File: config.mk
export PLATFORM = sky130hd
export DESIGN_NAME = bc_mac_seq_flat
export DESIGN_NICKNAME = d
export VERILOG_FILES = /design/src/rtl/bc_mac_pkg.sv /design/src/rtl/bc_mac_seq_if.sv /design/src/rtl/bc_plane_sum.sv /design/src/rtl/bc_mac_seq.sv /design/src/flat_wrapper.sv
export SDC_FILE = /design/constraint.sdc
export NUM_CORES = 1
export LEC_CHECK = 0
export BUFFER_PORTS_ARGS = -buffer_cell sky130_fd_sc_hd__buf_2
export CAP_MARGIN = 20
export CORE_ASPECT_RATIO = 1.75
export CORE_UTILIZATION = 40
export DETAILED_ROUTE_END_ITERATION = 8
export PLACE_DENSITY_LB_ADDON = 0.15
export SKIP_LAST_GASP = 1
export SYNTH_ARGS = -nofsm -noshare
export SYNTH_HDL_FRONTEND = slang
export SYNTH_SLANG_ARGS = --single-unit
File: constraint.sdc
create_clock -name clk -period 13.4 [get_ports clk]
set_input_delay 2.01 -clock clk [delete_from_list [all_inputs] [get_ports clk]]
set_output_delay 2.01 -clock clk [all_outputs]
set_load 0.02 [all_outputs]
File: src/rtl/bc_mac_pkg.sv
// bc_mac_pkg: shared definitions for the bit-column MAC engine.
//   - state_e        : FSM state encoding (idle / run / done)
//   - Def*           : default parameter values for LANES, ABITS, WBITS, ACCW
//   - partial_width(): width of one reduced bit-plane sum
package bc_mac_pkg;

    typedef enum logic [1:0] {
        StIdle = 2'd0,
        StRun  = 2'd1,
        StDone = 2'd2
    } state_e;

    localparam int unsigned DefLanes = 8;
    localparam int unsigned DefAbits = 4;
    localparam int unsigned DefWbits = 8;
    localparam int unsigned DefAccw  = 24;

    // LANES activations of ABITS each, summed without loss.
    function automatic int unsigned partial_width(input int unsigned lanes,
                                                  input int unsigned abits);
        return abits + $clog2(lanes);
    endfunction

endpackage

File: src/rtl/bc_mac_seq_if.sv
// bc_mac_seq_if: vector-in / result-out handshake bundle of bc_mac_seq.
//   in_valid/in_ready/in_first/in_last : vector handshake and framing
//   act    [LANES*ABITS] : lane i at act[i*ABITS +: ABITS]
//   weight [LANES*WBITS] : lane i at weight[i*WBITS +: WBITS]
//   out_valid/out_ready/out_data       : result handshake
//   busy                               : engine in run or done
// Modports: master = buffer/requantiser side, slave = MAC engine.
interface bc_mac_seq_if
    import bc_mac_pkg::*;
#(
    parameter int unsigned LANES = DefLanes,
    parameter int unsigned ABITS = DefAbits,
    parameter int unsigned WBITS = DefWbits,
    parameter int unsigned ACCW  = DefAccw
);

    logic                   in_valid;
    logic                   in_ready;
    logic                   in_first;
    logic                   in_last;
    logic [LANES*ABITS-1:0] act;
    logic [LANES*WBITS-1:0] weight;
    logic                   out_valid;
    logic                   out_ready;
    logic [ACCW-1:0]        out_data;
    logic                   busy;

    modport master (
        output in_valid, in_first, in_last, act, weight, out_ready,
        input  in_ready, out_valid, out_data, busy
    );

    modport slave (
        input  in_valid, in_first, in_last, act, weight, out_ready,
        output in_ready, out_valid, out_data, busy
    );

endinterface

File: src/rtl/bc_plane_sum.sv
// bc_plane_sum: combinational reduction of one weight bit-plane.
//   act     [LANES*ABITS] in  : activations, lane i at act[i*ABITS +: ABITS]
//   plane   [LANES]       in  : bit b of every lane's weight
//   partial [PW]          out : sum over i of act_i & {ABITS{plane[i]}}
// Lanes are padded to a power of two and summed in a balanced binary tree.
module bc_plane_sum
    import bc_mac_pkg::*;
#(
    parameter int unsigned LANES = DefLanes,
    parameter int unsigned ABITS = DefAbits
) (
    input  logic [LANES*ABITS-1:0]                  act,
    input  logic [LANES-1:0]                        plane,
    output logic [partial_width(LANES, ABITS)-1:0]  partial
);

    localparam int unsigned PW     = partial_width(LANES, ABITS);
    localparam int unsigned Leaves = 1 << $clog2(LANES);

    // Heap layout: node[0] is the root, leaves start at Leaves-1.
    logic [PW-1:0] node [2*Leaves-1];

    always_comb begin
        for (int i = 0; i < int'(Leaves); i++) begin
            if (i < int'(LANES)) begin
                node[int'(Leaves) - 1 + i] = PW'(act[i*ABITS +: ABITS] & {ABITS{plane[i]}});
            end else begin
                node[int'(Leaves) - 1 + i] = '0;
            end
        end
        for (int k = int'(Leaves) - 2; k >= 0; k--) begin
            node[k] = node[2*k+1] + node[2*k+2];
        end
        partial = node[0];
    end

endmodule

File: src/rtl/bc_mac_seq.sv
// bc_mac_seq: bit-serial (over weight bits) dot-product engine.
//   clk  in : clock, rising edge
//   rst  in : asynchronous active-high reset
//   bus     : bc_mac_seq_if.slave (vector in, result out, busy)
// One vector is accepted in idle, then WBITS cycles each reduce one weight
// bit-plane and shift-accumulate it. in_first clears the accumulator before
// the vector, in_last parks the result in done until out_ready.
// Build option: BC_MAC_SIGNED_W_EN makes weights two's complement (the top
// plane is subtracted); otherwise weights are unsigned.
module bc_mac_seq
    import bc_mac_pkg::*;
#(
    parameter int unsigned LANES = DefLanes,
    parameter int unsigned ABITS = DefAbits,
    parameter int unsigned WBITS = DefWbits,
    parameter int unsigned ACCW  = DefAccw
) (
    input logic         clk,
    input logic         rst,
    bc_mac_seq_if.slave bus
);

    localparam int unsigned PW = partial_width(LANES, ABITS);
    localparam int unsigned BW = (WBITS > 1) ? $clog2(WBITS) : 1;

    localparam logic [1:0] Idle = 2'(StIdle);
    localparam logic [1:0] Run  = 2'(StRun);
    localparam logic [1:0] Done = 2'(StDone);

    logic [1:0]             state_q, state_d;
    logic [BW-1:0]          plane_q, plane_d;
    logic [LANES*ABITS-1:0] act_q, act_d;
    logic [LANES*WBITS-1:0] weight_q, weight_d;
    logic                   last_q, last_d;
    logic [ACCW-1:0]        acc_q, acc_d;

    logic [LANES-1:0] plane_bits;
    logic [PW-1:0]    partial;
    logic [ACCW-1:0]  shifted;
    logic             last_plane;

    always_comb begin
        plane_bits = '0;
        for (int i = 0; i < int'(LANES); i++) begin
            plane_bits[i] = weight_q[i*WBITS + int'(plane_q)];
        end
    end

    bc_plane_sum #(
        .LANES (LANES),
        .ABITS (ABITS)
    ) u_plane_sum (
        .act     (act_q),
        .plane   (plane_bits),
        .partial (partial)
    );

    always_comb begin
        last_plane = (plane_q == BW'(WBITS - 1));
        shifted    = ACCW'(partial) << plane_q;

        state_d  = state_q;
        plane_d  = plane_q;
        act_d    = act_q;
        weight_d = weight_q;
        last_d   = last_q;
        acc_d    = acc_q;

        case (state_q)
            Idle: begin
                if (bus.in_valid) begin
                    act_d    = bus.act;
                    weight_d = bus.weight;
                    last_d   = bus.in_last;
                    plane_d  = '0;
                    state_d  = Run;
                    if (bus.in_first) begin
                        acc_d = '0;
                    end
                end
            end
            Run: begin
`ifdef BC_MAC_SIGNED_W_EN
                // Sign plane carries weight -2^(WBITS-1).
                if (last_plane) begin
                    acc_d = acc_q - shifted;
                end else begin
                    acc_d = acc_q + shifted;
                end
`else
                acc_d = acc_q + shifted;
`endif
                plane_d = plane_q + BW'(1);
                if (last_plane) begin
                    plane_d = '0;
                    state_d = last_q ? Done : Idle;
                end
            end
            Done: begin
                if (bus.out_ready) begin
                    state_d = Idle;
                end
            end
            default: state_d = Idle;
        endcase
    end

    always_ff @(posedge clk or posedge rst) begin
        if (rst) begin
            state_q  <= Idle;
            plane_q  <= '0;
            act_q    <= '0;
            weight_q <= '0;
            last_q   <= 1'b0;
            acc_q    <= '0;
        end else begin
            state_q  <= state_d;
            plane_q  <= plane_d;
            act_q    <= act_d;
            weight_q <= weight_d;
            last_q   <= last_d;
            acc_q    <= acc_d;
        end
    end

    // Reset forces idle, so in_ready is masked to stay low while rst is held.
    assign bus.in_ready  = (state_q == Idle) && !rst;
    assign bus.out_valid = (state_q == Done);
    assign bus.out_data  = acc_q;
    assign bus.busy      = (state_q == Run) || (state_q == Done);

endmodule

File: src/flat_wrapper.sv
// flat-port wrapper written by rule: the top's interface ports become plain ports
module bc_mac_seq_flat import bc_mac_pkg::*;
#(
    parameter int unsigned LANES = DefLanes,
    parameter int unsigned ABITS = DefAbits,
    parameter int unsigned WBITS = DefWbits,
    parameter int unsigned ACCW  = DefAccw
)
  (clk, rst, bus_in_valid, bus_in_first, bus_in_last, bus_act, bus_weight, bus_out_ready, bus_in_ready, bus_out_valid, bus_out_data, bus_busy);
  bc_mac_seq_if #(.LANES(LANES), .ABITS(ABITS), .WBITS(WBITS), .ACCW(ACCW)) bus_i ();
  input logic clk;
  input logic rst;
  input wire logic [$bits(bus_i.in_valid)-1:0] bus_in_valid;
  input wire logic [$bits(bus_i.in_first)-1:0] bus_in_first;
  input wire logic [$bits(bus_i.in_last)-1:0] bus_in_last;
  input wire logic [$bits(bus_i.act)-1:0] bus_act;
  input wire logic [$bits(bus_i.weight)-1:0] bus_weight;
  input wire logic [$bits(bus_i.out_ready)-1:0] bus_out_ready;
  output wire logic [$bits(bus_i.in_ready)-1:0] bus_in_ready;
  output wire logic [$bits(bus_i.out_valid)-1:0] bus_out_valid;
  output wire logic [$bits(bus_i.out_data)-1:0] bus_out_data;
  output wire logic [$bits(bus_i.busy)-1:0] bus_busy;
  assign bus_i.in_valid = bus_in_valid;
  assign bus_i.in_first = bus_in_first;
  assign bus_i.in_last = bus_in_last;
  assign bus_i.act = bus_act;
  assign bus_i.weight = bus_weight;
  assign bus_i.out_ready = bus_out_ready;
  assign bus_in_ready = bus_i.in_ready;
  assign bus_out_valid = bus_i.out_valid;
  assign bus_out_data = bus_i.out_data;
  assign bus_busy = bus_i.busy;
  bc_mac_seq #(.LANES(LANES), .ABITS(ABITS), .WBITS(WBITS), .ACCW(ACCW)) u_core (.clk(clk), .rst(rst), .bus(bus_i));
endmodule
==> summary.txt <==
Outcome
  – Status: finished, final reports clean

Finish
  – Final-stage net count: 878
  – Final non-filler cell total: 973
  – Area delta synth->final: 20.69%
  – Flip-flop and latch area: 0.003154 sq mm
  – Fraction of layout instances using a drive strength above 1: 0.3962
  – Multi-input gate area: 0.003924 sq mm
  – Fillcell total: 1661

CTS
  – Number of hold buffers added after cts: 0
  – Number of clock buffers inserted by TritonCTS: 17
  – Clk Latency, worst-skew pair: 0.42 ns
  – Number of levels the H-tree was split into: 4
  – TritonCTS clock tree: done
  – Number of clock sinks: 126
  – Post-cts resize count: 0
  – Number of buffers between clock root and the deepest sink: 2
  – Root buffer cell: sky130_fd_sc_hd__clkbuf_16
  – Clock input transition at the sequential cells of the worst setup and hold paths: 0.06 ns
  – Setup repair bufs after CTS: 0

STA
  – Final period utilization: 0.5839
  – Worst slack on hold paths: 0.4944 ns
  – Total setup violations reported at the end of the flow: 0
  – Total Negative Setup Slacks: 0 ns
  – Worst-Margin Slew: 1.079 ns
  – Final count of hold timing violations: 0
  – Min cycle time layout: 7.824 ns
  – Clock skew: 0.008234 ns
  – Worst relative slew slack: 0.2806
  – RSZ-0062 raised after global routing: no
  – Achievable frequency: 127.8 MHz
  – Fin. max-slew vios: 0

Setup path
  – Worst-path fanout max: 32
  – Reg-to-reg startpoint: u_core.plane_q[0]
  – FF-to-FF setup slack: 5.58 ns
  – Startpoint class of the critical path: register
  – Critical path launch point: u_core.plane_q[0]
  – Series of cell instances along the critical path: mux4_2 -> mux2i_1 -> nor2b_1 -> fa_1 -> fa_1 -> fa_1 -> inv_1 -> fa_1 -> inv_1 -> fa_1 -> a21o_1 -> a21o_1 -> mux2i_1 -> o21ai_0 -> o21a_1 -> ha_1 -> nand2_1 -> or4_4 -> a31oi_4 -> o2111ai_4 -> a211oi_1 -> mux2i_1
  – Most used cell, CP: sky130_fd_sc_hd__fa_1
  – Class of the most critical setup path: reg -> reg
  – Worst-path cell with the longest stage delay: sky130_fd_sc_hd__dfrtp_2
  – Crit end category: register
  – Req. time, crit path: 13.74 ns
  – Arrival @ worst endpoint: 8.16 ns
  – Delay of the slowest cell on the worst path: 0.93 ns

Route
  – Post-Route WL: 16980 microns
  – Remaining design rule violation count: 0
  – Routed wirelength normalized by instance count: 17.45 microns
  – Detailed-router iteration count before antenna repair: 4
  – Total vias in the final route: 5120
  – Count of antenna-violating nets left after detailed routing: 0
  – Number of vias per cell: 5.262
  – DRT iter0 DRCs: 142

Place
  – GP Congestion: 0.8913
  – Final HPWL from detailed placement: 12940 microns
  – Number of port buffers: 128
  – Placed instance count: 939

Min path
  – Worst hold path type: reg -> reg
  – Hold_sp: u_core.act_q[12]

Logic synthesis
  – Fraction of synthesized cell area taken by the top area cell type: 0.4324
  – Top area cells in the synthesized netlist: sky130_fd_sc_hd__dfrtp_1 43%, sky130_fd_sc_hd__mux2_2 15%, sky130_fd_sc_hd__fa_1 6.6%, sky130_fd_sc_hd__mux4_2 5.3%, sky130_fd_sc_hd__ha_1 4.8%
  – FFs w/ async S/R, synth: 1.000
  – Number of synthesized flops with an enable pin: 0
  – Gate count of the mapped netlist: 595
  – Warnings, synthesis: 0
  – Mapped Nets: 749
  – Cell type contributing the most total cell area after synthesis: sky130_fd_sc_hd__dfrtp_1
  – Netlist Area Pre-Place: 0.007292 sq mm
  – Leading register cell type out of synthesis: sky130_fd_sc_hd__dfrtp_1
  – Number of synthesized register bits: 126
  – Average instance area after synthesis: 12.26 sq um
  – Post-synthesis sequential area ratio: 0.4324
  – Count of different cell masters after synthesis: 51

GRT
  – Vias in the first global route: 5563
  – Pin count of the biggest net entering global routing: 88
  – GRT Total Usage: 0.1935
  – Wire length of the first global-routing pass: 27950 microns
  – Antenna violations before repair: 3
  – Remaining global-route overflow: 0

Job
  – Number of maximum-capacitance constraint violations: 0

Floorplan
  – Core Box Area: 0.01797 sq mm
  – Die outline height: 180.6 microns
  – Floorplan die width: 104.1 microns
  – Initial core utilization: 0.4057
  – Rows: 65
  – Total Die Area: 0.01880 sq mm
  – Top Ports: 129
## worst paths after layout
path                                      endpoint  depth (start not counted)
max                        u_core.bus.out_data[19]                         22
min                               u_core.act_q[12]                          1
max reg2reg                u_core.bus.out_data[19]                         22
min reg2reg                       u_core.act_q[12]                          1
max in group asynchronous        u_core.plane_q[0]                          3
min in group asynchronous       u_core.weight_q[4]                          2
## cells in the final DEF (no fill, tap or decap), types with 11 or more instances in the layout
cell	instances
sky130_fd_sc_hd__a21o_1	13
sky130_fd_sc_hd__a21oi_1	22
sky130_fd_sc_hd__buf_2	128
sky130_fd_sc_hd__clkbuf_16	17
sky130_fd_sc_hd__dfrtp_1	125
sky130_fd_sc_hd__fa_1	24
sky130_fd_sc_hd__ha_1	28
sky130_fd_sc_hd__inv_1	33
sky130_fd_sc_hd__mux2_2	100
sky130_fd_sc_hd__mux2i_1	15
sky130_fd_sc_hd__mux4_2	17
sky130_fd_sc_hd__nand2_1	29
sky130_fd_sc_hd__nand2b_1	11
sky130_fd_sc_hd__nor2_1	12
sky130_fd_sc_hd__nor2b_1	32
sky130_fd_sc_hd__o21ai_0	22
## logic make-up after synthesis
group | after synthesis | synth area share
compound gates | 96 | 0.09214
xor+xnor | 12 | 0.01441
fa+ha+maj | 52 | 0.1139
buf+inv | 57 | 0.03020
flops | 126 | 0.4324
mux | 132 | 0.2275
simple gates | 120 | 0.08940
## stage by stage
stage | setup WS, ns | cell area [sq um] | utilization
global route | 5.089 | 8801 | 0.4897
CTS | 5.514 | 8796 | 0.4894
finish | 5.576 | 8801 | 0.4897
global placement | 5.713 | 8179 | 0.4551
detailed placement | 5.546 | 8179 | 0.4551
floorplan | 6.378 | 7292 | -
## synthesized netlist by cell type (11+ instances only)
master and n:
sky130_fd_sc_hd__dfrtp_1 126, sky130_fd_sc_hd__mux2_2 100, sky130_fd_sc_hd__inv_1 34, sky130_fd_sc_hd__nor2b_1 32, sky130_fd_sc_hd__nand2_1 29, sky130_fd_sc_hd__ha_1 28, sky130_fd_sc_hd__fa_1 24, sky130_fd_sc_hd__a21oi_1 22
sky130_fd_sc_hd__o21ai_0 22, sky130_fd_sc_hd__mux4_2 17, sky130_fd_sc_hd__mux2i_1 15, sky130_fd_sc_hd__a21o_1 13, sky130_fd_sc_hd__clkbuf_1 12, sky130_fd_sc_hd__nor2_1 12, sky130_fd_sc_hd__nand2b_1 11
## worst max-delay path: cells and delay by family (launching register included)
family | cells | cell delay, ns
AO/OA/AOI/OAI | 7 | 1.46
multiplexers | 4 | 1.43
AND/OR/NAND/NOR | 3 | 0.77
adder cells (fa/ha/maj) | 6 | 2.98
buffers and inverters | 2 | 0.14
flip-flops | 1 | 0.93
## state kept, by name, summed over array words and instances, names as in the netlist
signal and flops:
u_core.act_q 32, u_core.bus.out_data 24, u_core.last_q 1, u_core.plane_q 3
u_core.state_q 2, u_core.weight_q 64
## per-layer routing
layer | share of wire | track usage | vias up
met5 | 0.0010 | 0 | -
met4 | 0.035 | 0.1057 | 2
met3 | 0.047 | 0.04882 | 36
met2 | 0.56 | 0.3597 | 123
met1 | 0.35 | 0.1942 | 2567
li1 | - | - | 2392
## cell type report
type / count / share of cell area
antenna: 2 / 0.0005687
clock buffer: 20 / 0.05189
clock inverter: 12 / 0.01820
inverter: 34 / 0.01479
multi-input combinational: 412 / 0.4458
sequential: 126 / 0.3584
tap: 234 / 0.03327
timing repair buffer: 133 / 0.07705
Power is left out: the tool's default activity adds up to more than one toggle a clock period on the data nets, which glitch-free logic cannot reach.
